<file path="src/rtl/ccsds_bit_serializer_if.sv">
// Byte-in / bit-out bundle between the framer-side source and the bit serializer.
// The serializer takes the slave view, the byte source (or bench) the master view.
interface ccsds_bit_serializer_if #(
   parameter int DATA_WIDTH = 8,
   parameter int CNT_WIDTH  = 32
);
   logic [DATA_WIDTH-1:0] data_i;
   logic                  valid_i;
   logic                  ready_o;
   logic [CNT_WIDTH-1:0]  cycles_per_bit;
   logic                  bit_o;
   logic                  valid_o;
   logic [31:0]           bits_sent_o;

   modport master (
      output data_i, valid_i, cycles_per_bit,
      input  ready_o, bit_o, valid_o, bits_sent_o
   );

   modport slave (
      input  data_i, valid_i, cycles_per_bit,
      output ready_o, bit_o, valid_o, bits_sent_o
   );
endinterface

</file>
<file path="src/rtl/ccsds_bit_serializer.sv">
// MSB-first byte-to-bit serializer, each bit held n_lat clocks; first bit two edges after handshake.
// Backpressure: one-byte prefetch buffer, ready_o is low while the buffer holds a byte.
module ccsds_bit_serializer #(
   parameter int DATA_WIDTH = 8,
   parameter int CNT_WIDTH  = 32
) (
   input  logic                      clk_i,
   input  logic                      rst_ni,
   ccsds_bit_serializer_if.slave     bus
);

   localparam int BW = (DATA_WIDTH > 1) ? $clog2(DATA_WIDTH) : 1;
   localparam logic [BW-1:0] LAST_BIT = BW'(DATA_WIDTH - 1);

   typedef enum logic {IDLE, SHIFT} state_t;

   state_t                r_state,     w_state_nxt;
   logic [DATA_WIDTH-1:0] r_buf,       w_buf_nxt;
   logic                  r_buf_full,  w_buf_full_nxt;
   logic [DATA_WIDTH-1:0] r_sr,        w_sr_nxt;
   logic [BW-1:0]         r_bit_cnt,   w_bit_cnt_nxt;
   logic [CNT_WIDTH-1:0]  r_hold_cnt,  w_hold_nxt;
   logic [CNT_WIDTH-1:0]  r_n_lat,     w_n_lat_nxt;
   logic                  r_ready,     w_ready_nxt;
   logic [31:0]           r_bits_sent, w_bits_sent_nxt;

   logic                  w_accept;
   logic                  w_load;
   logic                  w_bit_done;
   logic [CNT_WIDTH-1:0]  w_n_new;

   assign w_accept   = bus.valid_i & r_ready;
   assign w_bit_done = (r_state == SHIFT) && (r_hold_cnt == r_n_lat - CNT_WIDTH'(1));
   assign w_n_new    = (bus.cycles_per_bit == '0) ? CNT_WIDTH'(1) : bus.cycles_per_bit;

   always_comb begin
      w_state_nxt     = r_state;
      w_buf_nxt       = r_buf;
      w_buf_full_nxt  = r_buf_full;
      w_sr_nxt        = r_sr;
      w_bit_cnt_nxt   = r_bit_cnt;
      w_hold_nxt      = r_hold_cnt;
      w_n_lat_nxt     = r_n_lat;
      w_bits_sent_nxt = r_bits_sent;
      w_load          = 1'b0;

      case (r_state)
         IDLE: begin
            w_load = r_buf_full;
         end
         SHIFT: begin
            w_hold_nxt = r_hold_cnt + CNT_WIDTH'(1);
            if (w_bit_done) begin
               w_hold_nxt      = '0;
               w_bits_sent_nxt = r_bits_sent + 32'd1;
               if (r_bit_cnt != LAST_BIT) begin
                  w_sr_nxt      = r_sr << 1;
                  w_bit_cnt_nxt = r_bit_cnt + BW'(1);
               end else if (r_buf_full) begin
                  w_load = 1'b1;
               end else begin
                  w_state_nxt = IDLE;
               end
            end
         end
         default: begin
            w_state_nxt = IDLE;
         end
      endcase

      // Accept needs an empty buffer and load needs a full one, so these never overlap.
      if (w_accept) begin
         w_buf_nxt      = bus.data_i;
         w_buf_full_nxt = 1'b1;
      end

      if (w_load) begin
         w_sr_nxt       = r_buf;
         w_buf_full_nxt = 1'b0;
         w_n_lat_nxt    = w_n_new;
         w_bit_cnt_nxt  = '0;
         w_hold_nxt     = '0;
         w_state_nxt    = SHIFT;
      end

      w_ready_nxt = ~w_buf_full_nxt;
   end

   always_ff @(posedge clk_i or negedge rst_ni) begin
      if (!rst_ni) begin
         r_state     <= IDLE;
         r_buf       <= '0;
         r_buf_full  <= 1'b0;
         r_sr        <= '0;
         r_bit_cnt   <= '0;
         r_hold_cnt  <= '0;
         r_n_lat     <= CNT_WIDTH'(1);
         r_ready     <= 1'b0;
         r_bits_sent <= '0;
      end else begin
         r_state     <= w_state_nxt;
         r_buf       <= w_buf_nxt;
         r_buf_full  <= w_buf_full_nxt;
         r_sr        <= w_sr_nxt;
         r_bit_cnt   <= w_bit_cnt_nxt;
         r_hold_cnt  <= w_hold_nxt;
         r_n_lat     <= w_n_lat_nxt;
         r_ready     <= w_ready_nxt;
         r_bits_sent <= w_bits_sent_nxt;
      end
   end

   assign bus.ready_o     = r_ready;
   assign bus.valid_o     = (r_state == SHIFT);
   assign bus.bit_o       = (r_state == SHIFT) & r_sr[DATA_WIDTH-1];
   assign bus.bits_sent_o = r_bits_sent;

endmodule

</file>
<file path="src/flat_wrapper.sv">
// flat-port wrapper written by rule: the top's interface ports become plain ports
module ccsds_bit_serializer_flat 
#(
   parameter int DATA_WIDTH = 8,
   parameter int CNT_WIDTH  = 32
)
  (clk_i, rst_ni, bus_data_i, bus_valid_i, bus_cycles_per_bit, bus_ready_o, bus_bit_o, bus_valid_o, bus_bits_sent_o);
  ccsds_bit_serializer_if #(.DATA_WIDTH(DATA_WIDTH), .CNT_WIDTH(CNT_WIDTH)) bus_i ();
  input  logic clk_i;
  input  logic rst_ni;
  input wire logic [$bits(bus_i.data_i)-1:0] bus_data_i;
  input wire logic [$bits(bus_i.valid_i)-1:0] bus_valid_i;
  input wire logic [$bits(bus_i.cycles_per_bit)-1:0] bus_cycles_per_bit;
  output wire logic [$bits(bus_i.ready_o)-1:0] bus_ready_o;
  output wire logic [$bits(bus_i.bit_o)-1:0] bus_bit_o;
  output wire logic [$bits(bus_i.valid_o)-1:0] bus_valid_o;
  output wire logic [$bits(bus_i.bits_sent_o)-1:0] bus_bits_sent_o;
  assign bus_i.data_i = bus_data_i;
  assign bus_i.valid_i = bus_valid_i;
  assign bus_i.cycles_per_bit = bus_cycles_per_bit;
  assign bus_ready_o = bus_i.ready_o;
  assign bus_bit_o = bus_i.bit_o;
  assign bus_valid_o = bus_i.valid_o;
  assign bus_bits_sent_o = bus_i.bits_sent_o;
  ccsds_bit_serializer #(.DATA_WIDTH(DATA_WIDTH), .CNT_WIDTH(CNT_WIDTH)) u_core (.clk_i(clk_i), .rst_ni(rst_ni), .bus(bus_i));
endmodule
</file>
<file path="config.mk">
export PLATFORM = sky130hd
export DESIGN_NAME = ccsds_bit_serializer_flat
export DESIGN_NICKNAME = d
export VERILOG_FILES = /design/src/rtl/ccsds_bit_serializer_if.sv /design/src/rtl/ccsds_bit_serializer.sv /design/src/flat_wrapper.sv
export SDC_FILE = /design/constraint.sdc
export NUM_CORES = 1
export LEC_CHECK = 0
export CAP_MARGIN = 20
export CORE_UTILIZATION = 54
export DETAILED_ROUTE_END_ITERATION = 8
export PLACE_DENSITY_LB_ADDON = 0.2
export SETUP_SLACK_MARGIN = 0.05
export SYNTH_ARGS = -nofsm -noshare
export SYNTH_HDL_FRONTEND = slang
export SYNTH_SLANG_ARGS = --single-unit
</file>
<file path="constraint.sdc">
create_clock -name clk_i -period 4 [get_ports clk_i]
set_clock_uncertainty 0.05 [all_clocks]
set_input_delay 0.8 -clock clk_i [delete_from_list [all_inputs] [get_ports clk_i]]
set_output_delay 0.8 -clock clk_i [all_outputs]
set_load 0.01 [all_outputs]
</file>
# [Yosys cells after proc, flatten, opt, wreduce, memory -nomap -nowiden]
# Index checks and enable logic that the tools add are counted.
[totals] output_inout_bits=35 wordCells=48 mem_bits_ro=0 ff_bits=118 latch_bits=0 ram_bits=0 mem_count=0 in_bits=43
[op_classes] n_eq_ne=2 mul=0 n_div=0 bitwise_logic=4 addsub=4 magnitude_cmp=0 muxes=22 reduce_logical=7 shifts=0
[op_table] cell="two-way mux 32 bit" n=4
[op_table] cell="adder 32 x 1 -> 32 bit (second input constant)" n=2
[op_table] cell="equality test 32 bit" n=1
[op_table] cell="zero test 32 bit" n=1
[op_table] cell="two-way mux 8 bit" n=4
[op_table] cell="subtractor 32 x 1 -> 32 bit (second input constant)" n=1
[op_table] cell="two-way mux 3 bit" n=4
[op_table] cell="two-way mux 1 bit" n=9
[op_table] cell="nonzero test 2 bit" n=3
[op_table] cell="adder 3 x 1 -> 3 bit (second input constant)" n=1
[op_table] cell="!= test 3 bit (second input constant)" n=1
[op_table] cell="AND reduction 3 bit" n=1
[op_table] cell="bitwise AND 1 bit" n=2
[op_table] cell="inverter 1 bit" n=2
[op_table] cell="case mux 1 bit (2 select lines)" n=1
[op_table] cell="AND reduction 2 bit" n=1
[op_table] cell="logical AND 1 bit" n=1

# [Longest topological paths before layout]
# Gate-level depths: netlist (run 1).
[logic_depth] word_depth=7 mapped_depth=14 mapped_depth_nobuf=11

# [Worst setup path before layout (run 1)]
# No wires, ideal clock.
[synth_path] path_type="register to register" startpoint="register u_core.r_n_lat[1]" endpoint="register u_core.r_n_lat[10]" arrival_ps=3443 t_required_ps=3825 setup_slack_ps=382 stages_incl_launch_ff=13 path_buffers=1 setup_ps=125 period_less_slack_ps=3618 path_cell_list="dfrtp_1 inv_1 ha_1 nor3b_2 nand4_2 or4_1 o311a_1 a211oi_2 nand4_2 o31ai_4 nand2_4 buf_6 mux2_4"
[synth_via] elab_chain_len=5
[synth_rtl] element="start, declared" line="ccsds_bit_serializer.sv:23" text="logic [CNT_WIDTH-1:0] r_n_lat, w_n_lat_nxt;"
[synth_rtl] element="start signal, assigned" line="ccsds_bit_serializer.sv:107" text="r_n_lat <= w_n_lat_nxt;"
[synth_rtl] element="subtractor 32 x 1 -> 32 bit" line="ccsds_bit_serializer.sv:33" text="assign w_bit_done = (r_state == SHIFT) && (r_hold_cnt == r_n_lat - CNT_WIDTH'(1));"
[synth_rtl] element="equality test 32 bit" line="ccsds_bit_serializer.sv:33"
[synth_rtl] element="logical AND 1 bit" line="ccsds_bit_serializer.sv:33"
[synth_rtl] element="two-way mux 1 bit" line="ccsds_bit_serializer.sv:53" text="if (w_bit_done) begin"
[synth_rtl] element="case mux 1 bit (2 select lines)" line="ccsds_bit_serializer.sv:47" text="case (r_state)"
# Every way passes these cells.
# A chain may end at the register's enable or synchronous reset.

# [Worst setup path in the final report (run 1)]
[layout_path] startpoint="register u_core.r_n_lat[16]" endpoint="register u_core.r_n_lat[31]"
# The elaborated chain is that of the path after synthesis.

==> impl_table.tex, run 1 <==
\begin{tabular}{lr}
\hline
Metric & Value \\
\hline
\multicolumn{2}{l}{\textbf{Hold path}} \\
Min-delay worst type & in -> async \\
\multicolumn{2}{l}{\textbf{Layout}} \\
Fraction of layout cells with a size suffix above 1 & 14.53\% \\
Final layout net count & 785 \\
Growth of design area from synthesis to finish & 24.60\% \\
Post-route standard cell area excluding fillers & between 0.008 and 0.009 mm\^{}2 \\
Final core utilization & 68.97\% \\
\# diodes & 0 \\
Fill count & 925 \\
\multicolumn{2}{l}{\textbf{Floorplan}} \\
Starting Density & 55.36\% \\
Core Rows & 40 \\
Die Span Y & approximately 110 um \\
I/O pin count & 78 \\
Standard cell core area & between 0.01 and 0.015 mm\^{}2 \\
Die area & 0.01271 mm\^{}2 \\
Die width & 112.7 um \\
\multicolumn{2}{l}{\textbf{Pwr}} \\
Peak ir drop on the vdd network & 0.0003815 V \\
Cell Pwr Density & 376.6 mW/mm\^{}2 \\
Part of the total power dissipated in sequential elements & 42.7\% \\
Leakage power figure & 3.608 nW \\
Power share of the clock group & 50.2\% \\
Net Sw Frac & 22.87\% \\
Internal power contribution & 2.397 mW \\
Relative contribution of combinational cells to total power & 7.1\% \\
Net switching component of the power & 0.7107 mW \\
\multicolumn{2}{l}{\textbf{Critical path}} \\
Worst reg2reg endpoint & u\_core.r\_n\_lat[31]\$\_DFFE\_PN0N\_ \\
Critical path cell sequence & or4\_1, or3\_1, a2111oi\_0, a311oi\_1, a211oi\_2, nand4\_2, o31ai\_4, nand2\_4, buf\_12, mux2\_1 \\
Required time of the worst setup path & 4.25 ns \\
Data arrival, critical path & 3.93 ns \\
Reg-to-reg slack, setup & roughly 0.32 ns \\
Sort of element at the start of the critical path & flop \\
Crit end category & flop \\
Beginning of the worst register-to-register path & u\_core.r\_n\_lat[16]\$\_DFFE\_PN0N\_ \\
Delay of the slowest cell on the worst path & 0.70 ns \\
Cell type of the slowest stage on the worst timing path & sky130\_fd\_sc\_hd\_\_or4\_1 \\
Critical path class & reg -> reg \\
FF-to-FF path depth & 10 \\
CP Max Fanout & 32 \\
\multicolumn{2}{l}{\textbf{Synth}} \\
Number of flip-flops and latches in the synthesized netlist & 118 \\
Portion of the post-synthesis area used by sequential elements & 44.61\% \\
Top flip-flop cell by instance count after synthesis & sky130\_fd\_sc\_hd\_\_dfrtp\_1 \\
Syn Std Cell Area & between 0.006 and 0.007 mm\^{}2 \\
Number of warning messages in the yosys log & 0 \\
Count of different cell masters after synthesis & 63 \\
Gate count of the mapped netlist & 647 \\
Share of flip-flops with an asynchronous set or reset & 100.0\% \\
Mapped Nets & a little under 700 \\
Avg Cell Area, Syn & 10.23 um\^{}2 \\
EDFF count, synth & 0 \\
\multicolumn{2}{l}{\textbf{Clock tree}} \\
H-tree depth & 4 \\
Clk slew on worst S/H paths & 0.06 ns \\
Maximum buffer depth of the clock tree & 2 \\
Number of clock sinks & 118 \\
Root Buffer Master & sky130\_fd\_sc\_hd\_\_clkbuf\_16 \\
Cts bufs inserted & 17 \\
Hold-fix buffer count after cts & 0 \\
Source-to-sink clock delay at the later pin of the worst-skew pair & between 0.4 and 0.5 ns \\
CTS tree & yes \\
\multicolumn{2}{l}{\textbf{Global routing}} \\
Number of global-route vias before repair & 5408 \\
Total overflow reported by the global router & 0 \\
Antenna violations before repair & 0 \\
Maximum number of pins on one net before global-route repair & 61 \\
Global-route wire length before repair & 26.86 mm \\
GR Util All Layers & 27.20\% \\
\multicolumn{2}{l}{\textbf{Route}} \\
Via count & about 5300 \\
Length of the first detailed-routing pass in iterations & 5 \\
Detailed-routing wirelength on met1 & about 7 mm \\
Post-route ant nets & 0 \\
Amount of wire on met3 after detailed routing & 598 um \\
Number of design-rule violations left by the first detailed-router iteration & 334 \\
Drt via density & 5.892 \\
Met2 WL & 7.813 mm \\
Wirelength, routed & approximately 16 mm \\
Uppermost routed layer & met4 \\
Post-DR wirelength/cell & 17.56 um \\
DRC violations left & 0 \\
\multicolumn{2}{l}{\textbf{STA}} \\
Slew margin rel. & 47.36\% \\
\# setup viols final & 0 \\
Setup TNS & 0 ns \\
Setup repair after global routing missed its margin & no \\
Final Cycle Share & 92.11\% \\
Highest achievable clock rate & 271.4 MHz \\
Worst hold slack after final layout & 0.4049 ns \\
Shortest clock period the worst path allows after layout & between 3 and 4 ns \\
Transition time at the pin with the least slew margin & $\sim$0.79 ns \\
Number of pins with negative max-slew slack in the final report & 0 \\
Final hold violations & 0 \\
\multicolumn{2}{l}{\textbf{Run status}} \\
Run status & finished, final reports clean \\
\multicolumn{2}{l}{\textbf{Place}} \\
RePlAce Congestion & 0.9121 \\
Number of port buffers & 77 \\
HPWL reported at the end of detailed placement & 11.07 mm \\
Placed Area & 0.007612 mm\^{}2 \\
\multicolumn{2}{l}{\textbf{Run}} \\
Count of max-cap constraint violations & 0 \\
\hline
\end{tabular}
-- per-stage QoR --
stage / power [mW] / instances / setup slack (ns)
finish: 3.107 / 897 / 0.3155
global route: 3.215 / 897 / 0.07610
CTS: 3.129 / 895 / 0.1597
detailed placement: 1.564 / 863 / 0.2299
global placement: 1.554 / 863 / 0.2741
floorplan: 1.450 / 647 / 0.3819
-- how the worst max path moves through the flow --
stage	from	endpoint	slack, ns	cells past startpoint
after floorplan	u_core.r_n_lat[1]$_DFFE_PN0N_	u_core.r_n_lat[10]$_DFFE_PN0N_	0.38	12
after global placement	u_core.r_n_lat[2]$_DFFE_PN0N_	u_core.bus.bits_sent_o[28]$_DFFE_PN0P_	0.27	10
after detailed placement	u_core.r_n_lat[1]$_DFFE_PN0N_	u_core.bus.bits_sent_o[28]$_DFFE_PN0P_	0.23	11
after CTS	u_core.r_n_lat[1]$_DFFE_PN0N_	u_core.bus.bits_sent_o[16]$_DFFE_PN0P_	0.16	12
after global routing	u_core.r_n_lat[1]$_DFFE_PN0N_	u_core.r_n_lat[31]$_DFFE_PN0N_	0.08	13
final	u_core.r_n_lat[16]$_DFFE_PN0N_	u_core.r_n_lat[31]$_DFFE_PN0N_	0.32	10
-- sequential cells by signal, indices dropped and copies added, names as in the netlist --
register	cells
u_core.bus.bits_sent_o	32
u_core.bus.ready_o	1
u_core.bus.valid_o	1
u_core.r_bit_cnt	3
u_core.r_buf	8
u_core.r_buf_full	1
u_core.r_hold_cnt	32
u_core.r_n_lat	32
u_core.r_sr	8
-- synth_stat cells (all sizes together) (2+ instances only) --
cell type	count	share of area, %
dfrtp	117	44
nor2	60	3.4
xor2	49	6.5
xnor2	47	6.2
mux2	44	9.1
nand2	44	2.6
nand3	43	3.3
nand4	39	4.0
nor3	30	2.3
nor4	19	2.0
clkbuf	17	0.96
inv	13	0.74
and3	12	1.1
buf	11	1.1
and4	10	1.3
a21oi	7	0.53
o21ai	7	0.53
or4	6	0.68
a31oi	5	0.47
ha	5	0.94
or3	5	0.47
a211oi	4	0.53
and2	4	0.38
mux2i	4	0.60
nand2b	4	0.38
nand4b	3	0.40
nor2b	3	0.28
o2111ai	3	0.40
a21o	2	0.23
a22o	2	0.26
a311oi	2	0.26
nand3b	2	0.23
nor3b	2	0.30
o211ai	2	0.23
o21a	2	0.23
o31a	2	0.26
o31ai	2	0.43
-- placed cells by master, fill, tap and decap left out, types with 17 or more instances in the layout --
cell type / instances
sky130_fd_sc_hd__buf_4: 21
sky130_fd_sc_hd__clkbuf_16: 17
sky130_fd_sc_hd__clkdlybuf4s50_1: 76
sky130_fd_sc_hd__dfrtp_1: 117
sky130_fd_sc_hd__mux2_4: 29
sky130_fd_sc_hd__nand2_1: 43
sky130_fd_sc_hd__nand3_1: 43
sky130_fd_sc_hd__nand4_1: 36
sky130_fd_sc_hd__nor2_1: 60
sky130_fd_sc_hd__nor3_1: 29
sky130_fd_sc_hd__xnor2_1: 47
sky130_fd_sc_hd__xor2_1: 49
-- kinds of logic (layout without fill, tap and decap cells) --
kind of cell | count (synthesis) | count (layout) | synth area share (%)
adders and majority gates | 5 | 5 | 0.9448
DFF | 118 | 118 | 44.61
buffers and inverters | 41 | 144 | 2.797
muxes | 48 | 48 | 9.732
AOI/OAI and AO/OA | 52 | 52 | 5.990
xor gates and xnor gates | 96 | 96 | 12.70
and+or+nand+nor | 287 | 287 | 23.22
-- what timing repair did --
item                                    4_1_cts  5_1_grt
gates resized for setup                       0        3
buffers inserted                              0        2
endpoints found under the setup margin        0      100
-- power groups by stage --
stage	clock network, mW	registers, mW	logic [mW]
2_1_floorplan	0	1.31	0.138
4_1_cts	1.58	1.32	0.222
3_3_place_gp	0	1.34	0.211
6_report	1.56	1.33	0.219
3_5_place_dp	0	1.34	0.220
5_1_grt	1.64	1.34	0.244
-- layout make-up --
class                      instances  area [um^2]  area share (%)
clock buffer                      20        456.7           5.535
clock inverter                    12        152.6           1.850
inverter                          13        48.80          0.5914
multi-input combinational        488         3496           42.37
sequential                       118         2954           35.81
tap                              147        183.9           2.229
timing repair buffer              99        958.4           11.62
-- routing by layer --
| layer | global-route usage [%] | vias up |
|---|---|---|
| met2 | 45.23 | 121 |
| met3 | 7.017 | 19 |
| met1 | 34.77 | 2629 |
| li1 | - | 2516 |
| met5 | 0 | - |
| met4 | 8.978 | 0 |
-- critical path: cells and delay by family (launching register included) --
family | cells | cell delay (ns)
buffers and inverters | 1 | 0.22
AND/OR/NAND/NOR | 4 | 1.37
multiplexers | 1 | 0.33
AO/OA/AOI/OAI | 4 | 1.09
flip-flops | 1 | 0.49
No activity file was read; power rests on OpenSTA's default activity.
==> run 2: changes to the inputs <==
--- a/config.mk
+++ b/config.mk
@@ -8,7 +8,8 @@
 export CAP_MARGIN = 20
 export CORE_UTILIZATION = 54
 export DETAILED_ROUTE_END_ITERATION = 8
-export PLACE_DENSITY_LB_ADDON = 0.2
+export PLACE_DENSITY = 0.77
+export REMOVE_ABC_BUFFERS = 1
 export SETUP_SLACK_MARGIN = 0.05
 export SYNTH_ARGS = -nofsm -noshare
 export SYNTH_HDL_FRONTEND = slang
==> constraint.sdc (replaced) <==
create_clock -name clk_i -period 4 [get_ports clk_i]
set_clock_uncertainty 0.05 [all_clocks]
set_input_delay 0.6 -clock clk_i [delete_from_list [all_inputs] [get_ports clk_i]]
set_output_delay 0.6 -clock clk_i [all_outputs]
set_load 0.01 [all_outputs]
==> impl_table.tex, run 2 (synthesized netlist as in run 1, its figures left out) <==
\begin{tabular}{lr}
\hline
Metric & Value \\
\hline
\multicolumn{2}{l}{\textbf{Run status}} \\
Run status & finished, final reports clean \\
\multicolumn{2}{l}{\textbf{Global routing}} \\
Most utilized layer in the global route result & met2 \\
Number of global-route vias before repair & 5448 \\
GR Util All Layers & 27.33\% \\
Global-route wire length before repair & between 20 and 30 mm \\
Met3 Track Usage GR & between 8 and 9\% \\
Met1 GRT Util & 34.65\% \\
Met2 Resource Use GR & roughly 44\% \\
Maximum number of pins on one net before global-route repair & 88 \\
Total overflow reported by the global router & 0 \\
Antenna violations before repair & 0 \\
\multicolumn{2}{l}{\textbf{Critical path}} \\
Sort of element at the start of the critical path & flop \\
Crit end category & flop \\
Beginning of the worst register-to-register path & u\_core.r\_n\_lat[16]\$\_DFFE\_PN0N\_ \\
FF-to-FF path depth & 10 \\
Data arrival, critical path & 3.98 ns \\
CP Max Fanout & 32 \\
Required time of the worst setup path & 4.25 ns \\
Critical path class & reg -> reg \\
Reg-to-reg slack, setup & 0.27 ns \\
Worst reg2reg endpoint & u\_core.r\_n\_lat[31]\$\_DFFE\_PN0N\_ \\
\multicolumn{2}{l}{\textbf{Clock tree}} \\
CTS tree & yes \\
H-tree depth & 4 \\
Cts bufs inserted & 17 \\
Hold-fix buffer count after cts & 0 \\
Maximum buffer depth of the clock tree & 2 \\
Clk slew on worst S/H paths & approximately 0.050 ns \\
Root Buffer Master & sky130\_fd\_sc\_hd\_\_clkbuf\_16 \\
Number of clock sinks & 118 \\
Source-to-sink clock delay at the later pin of the worst-skew pair & 0.43 ns \\
\multicolumn{2}{l}{\textbf{STA}} \\
Shortest clock period the worst path allows after layout & 3.730 ns \\
Final hold violations & 0 \\
Slew margin rel. & 51.21\% \\
\# setup viols final & 0 \\
Final setup slack of the worst path & 0.2701 ns \\
Setup repair after global routing missed its margin & no \\
Highest achievable clock rate & around 270 MHz \\
Transition time at the pin with the least slew margin & 0.7263 ns \\
Number of pins with negative max-slew slack in the final report & 0 \\
Final Cycle Share & 93.25\% \\
\multicolumn{2}{l}{\textbf{Place}} \\
HPWL reported at the end of detailed placement & 11.07 mm \\
Number of port buffers & 77 \\
Placement Setup Slack & 0.1909 ns \\
RePlAce Congestion & between 0.8 and 0.9 \\
Cell total after placement & 862 \\
\multicolumn{2}{l}{\textbf{Floorplan}} \\
Die Span Y & approximately 110 um \\
Die area & 0.01271 mm\^{}2 \\
Die width & 112.7 um \\
Core Rows & 40 \\
Starting Density & 55.36\% \\
Standard cell core area & 0.01196 mm\^{}2 \\
I/O pin count & 78 \\
\multicolumn{2}{l}{\textbf{Layout}} \\
Most common cell after layout, fill and taps aside & sky130\_fd\_sc\_hd\_\_dfrtp\_1 \\
Non-filler cells, final & 897 \\
\# diodes & 0 \\
Growth of design area from synthesis to finish & 25.32\% \\
Final layout net count & 787 \\
Most used cells in the layout excluding fill and tap cells & sky130\_fd\_sc\_hd\_\_dfrtp\_1 (117), sky130\_fd\_sc\_hd\_\_clkdlybuf4s50\_1 (76), sky130\_fd\_sc\_hd\_\_nor2\_1 (60) \\
Fraction of layout cells with a size suffix above 1 & 14.27\% \\
\multicolumn{2}{l}{\textbf{Pwr}} \\
Internal power contribution & 2.476 mW \\
Net Sw Frac & 21.97\% \\
Peak ir drop on the vdd network & about 0.00039 V \\
Net switching component of the power & 0.6973 mW \\
Cell Pwr Density & 382.5 mW/mm\^{}2 \\
Relative contribution of combinational cells to total power & 7.7\% \\
Leakage power figure & 3.623 nW \\
Part of the total power dissipated in sequential elements & 41.3\% \\
Power share of the clock group & 51.0\% \\
\multicolumn{2}{l}{\textbf{Route}} \\
Via count & about 5400 \\
Length of the first detailed-routing pass in iterations & 5 \\
Number of design-rule violations left by the first detailed-router iteration & 390 \\
Wirelength, routed & 16.23 mm \\
Drt via density & 6.031 \\
Post-DR wirelength/cell & $\sim$18 um \\
Post-route ant nets & 0 \\
DRC violations left & 0 \\
\multicolumn{2}{l}{\textbf{Run}} \\
Count of max-cap constraint violations & 0 \\
\multicolumn{2}{l}{\textbf{Hold path}} \\
Min-delay worst type & in -> async \\
\hline
\end{tabular}
run 2: changes by cell type in the layout (fill, tap and decap cells not counted):
cell,before,now
sky130_fd_sc_hd__clkinv_4,4,0
sky130_fd_sc_hd__clkinv_2,4,1
sky130_fd_sc_hd__clkinvlp_4,1,3
sky130_fd_sc_hd__a2111oi_0,1,0
sky130_fd_sc_hd__a2111oi_1,0,1
sky130_fd_sc_hd__and4_1,9,10
sky130_fd_sc_hd__and4_2,1,0
sky130_fd_sc_hd__buf_16,0,1
sky130_fd_sc_hd__buf_4,21,22
sky130_fd_sc_hd__bufinv_16,3,4
sky130_fd_sc_hd__clkbuf_1,1,2
sky130_fd_sc_hd__clkbuf_8,2,3
run 2: per-stage QoR:
step / instance area (um^2) / util [%] / TNS (ns) / hold WS [ns] / total power, mW
finish: 8298 / 69.37 / 0 / 0.07739 / 3.174
global route: 8298 / 69.37 / 0 / 0.1031 / 3.278
CTS: 8227 / 68.78 / 0 / 0.3847 / 3.189
detailed placement: 7605 / 63.58 / 0 / 0.4240 / 1.570
global placement: 7605 / 63.58 / 0 / 0.4077 / 1.557
floorplan: 6485 / - / -5.552 / 0.2544 / 1.445
run 2: routing by layer:
| metal | share of wire [%] | vias up |
|---|---|---|
| li1 | - | 2523 |
| met5 | 0 | - |
| met4 | 2.1 | 0 |
| met2 | 49 | 160 |
| met1 | 44 | 2688 |
| met3 | 4.7 | 39 |
run 2: power by group through the flow:
stage | combinational, mW | sequential (mW) | clock [mW]
floorplan | 0.121 | 1.32 | 0
global placement | 0.230 | 1.33 | 0
detailed placement | 0.238 | 1.33 | 0
CTS | 0.240 | 1.31 | 1.64
global route | 0.267 | 1.32 | 1.69
finish | 0.243 | 1.31 | 1.62
run 2: worst max path at each step:
| stage | cells after the start | start | end | slack, ns |
|---|---|---|---|---|
| floorplan | 9 | u_core.r_n_lat[4]$_DFFE_PN0N_ | u_core.r_n_lat[1]$_DFFE_PN0N_ | -0.20 |
| global placement | 12 | u_core.r_n_lat[1]$_DFFE_PN0N_ | u_core.r_n_lat[1]$_DFFE_PN0N_ | 0.36 |
| detailed placement | 12 | u_core.r_n_lat[1]$_DFFE_PN0N_ | u_core.r_n_lat[31]$_DFFE_PN0N_ | 0.19 |
| CTS | 12 | u_core.r_n_lat[1]$_DFFE_PN0N_ | u_core.r_n_lat[31]$_DFFE_PN0N_ | 0.15 |
| global route | 10 | u_core.r_n_lat[16]$_DFFE_PN0N_ | u_core.r_n_lat[31]$_DFFE_PN0N_ | 0.09 |
| finish | 10 | u_core.r_n_lat[16]$_DFFE_PN0N_ | u_core.r_n_lat[31]$_DFFE_PN0N_ | 0.27 |
run 2: cell type report:
| type | count | area (um^2) |
|---|---|---|
| inverters | 13 | 48.80 |
| clock inverters | 8 | 147.6 |
| fillers | 896 | 3664 |
| repair buffers | 101 | 993.5 |
| multi-input cells | 488 | 3496 |
| flip-flops and latches | 118 | 2954 |
| well taps | 147 | 183.9 |
| clock buffers | 22 | 474.2 |
run 2: critical path, stage by stage, from the launching register on:
cell,delay (ns)
sky130_fd_sc_hd__dfrtp_1,0.47
sky130_fd_sc_hd__or4_1,0.69
sky130_fd_sc_hd__or3_1,0.39
sky130_fd_sc_hd__a2111oi_1,0.33
sky130_fd_sc_hd__a311oi_1,0.14
sky130_fd_sc_hd__a211oi_2,0.33
sky130_fd_sc_hd__nand4_2,0.24
sky130_fd_sc_hd__o31ai_4,0.34
sky130_fd_sc_hd__nand2_4,0.08
sky130_fd_sc_hd__buf_12,0.20
sky130_fd_sc_hd__mux2_1,0.33
run 2: repair_timing:
item,CTS,global route
gates resized for setup,0,3
endpoints found under the setup margin,0,101
buffers inserted,0,4
==> run 3: changes to the inputs <==
--- a/config.mk
+++ b/config.mk
@@ -7,6 +7,7 @@
 export LEC_CHECK = 0
 export CAP_MARGIN = 20
 export CORE_UTILIZATION = 54
+export CTS_CLUSTER_SIZE = 12
 export DETAILED_ROUTE_END_ITERATION = 8
 export PLACE_DENSITY = 0.77
 export REMOVE_ABC_BUFFERS = 1
==> results of run 3 <==
Final layout, timing and power as in run 2 (identical DEF).
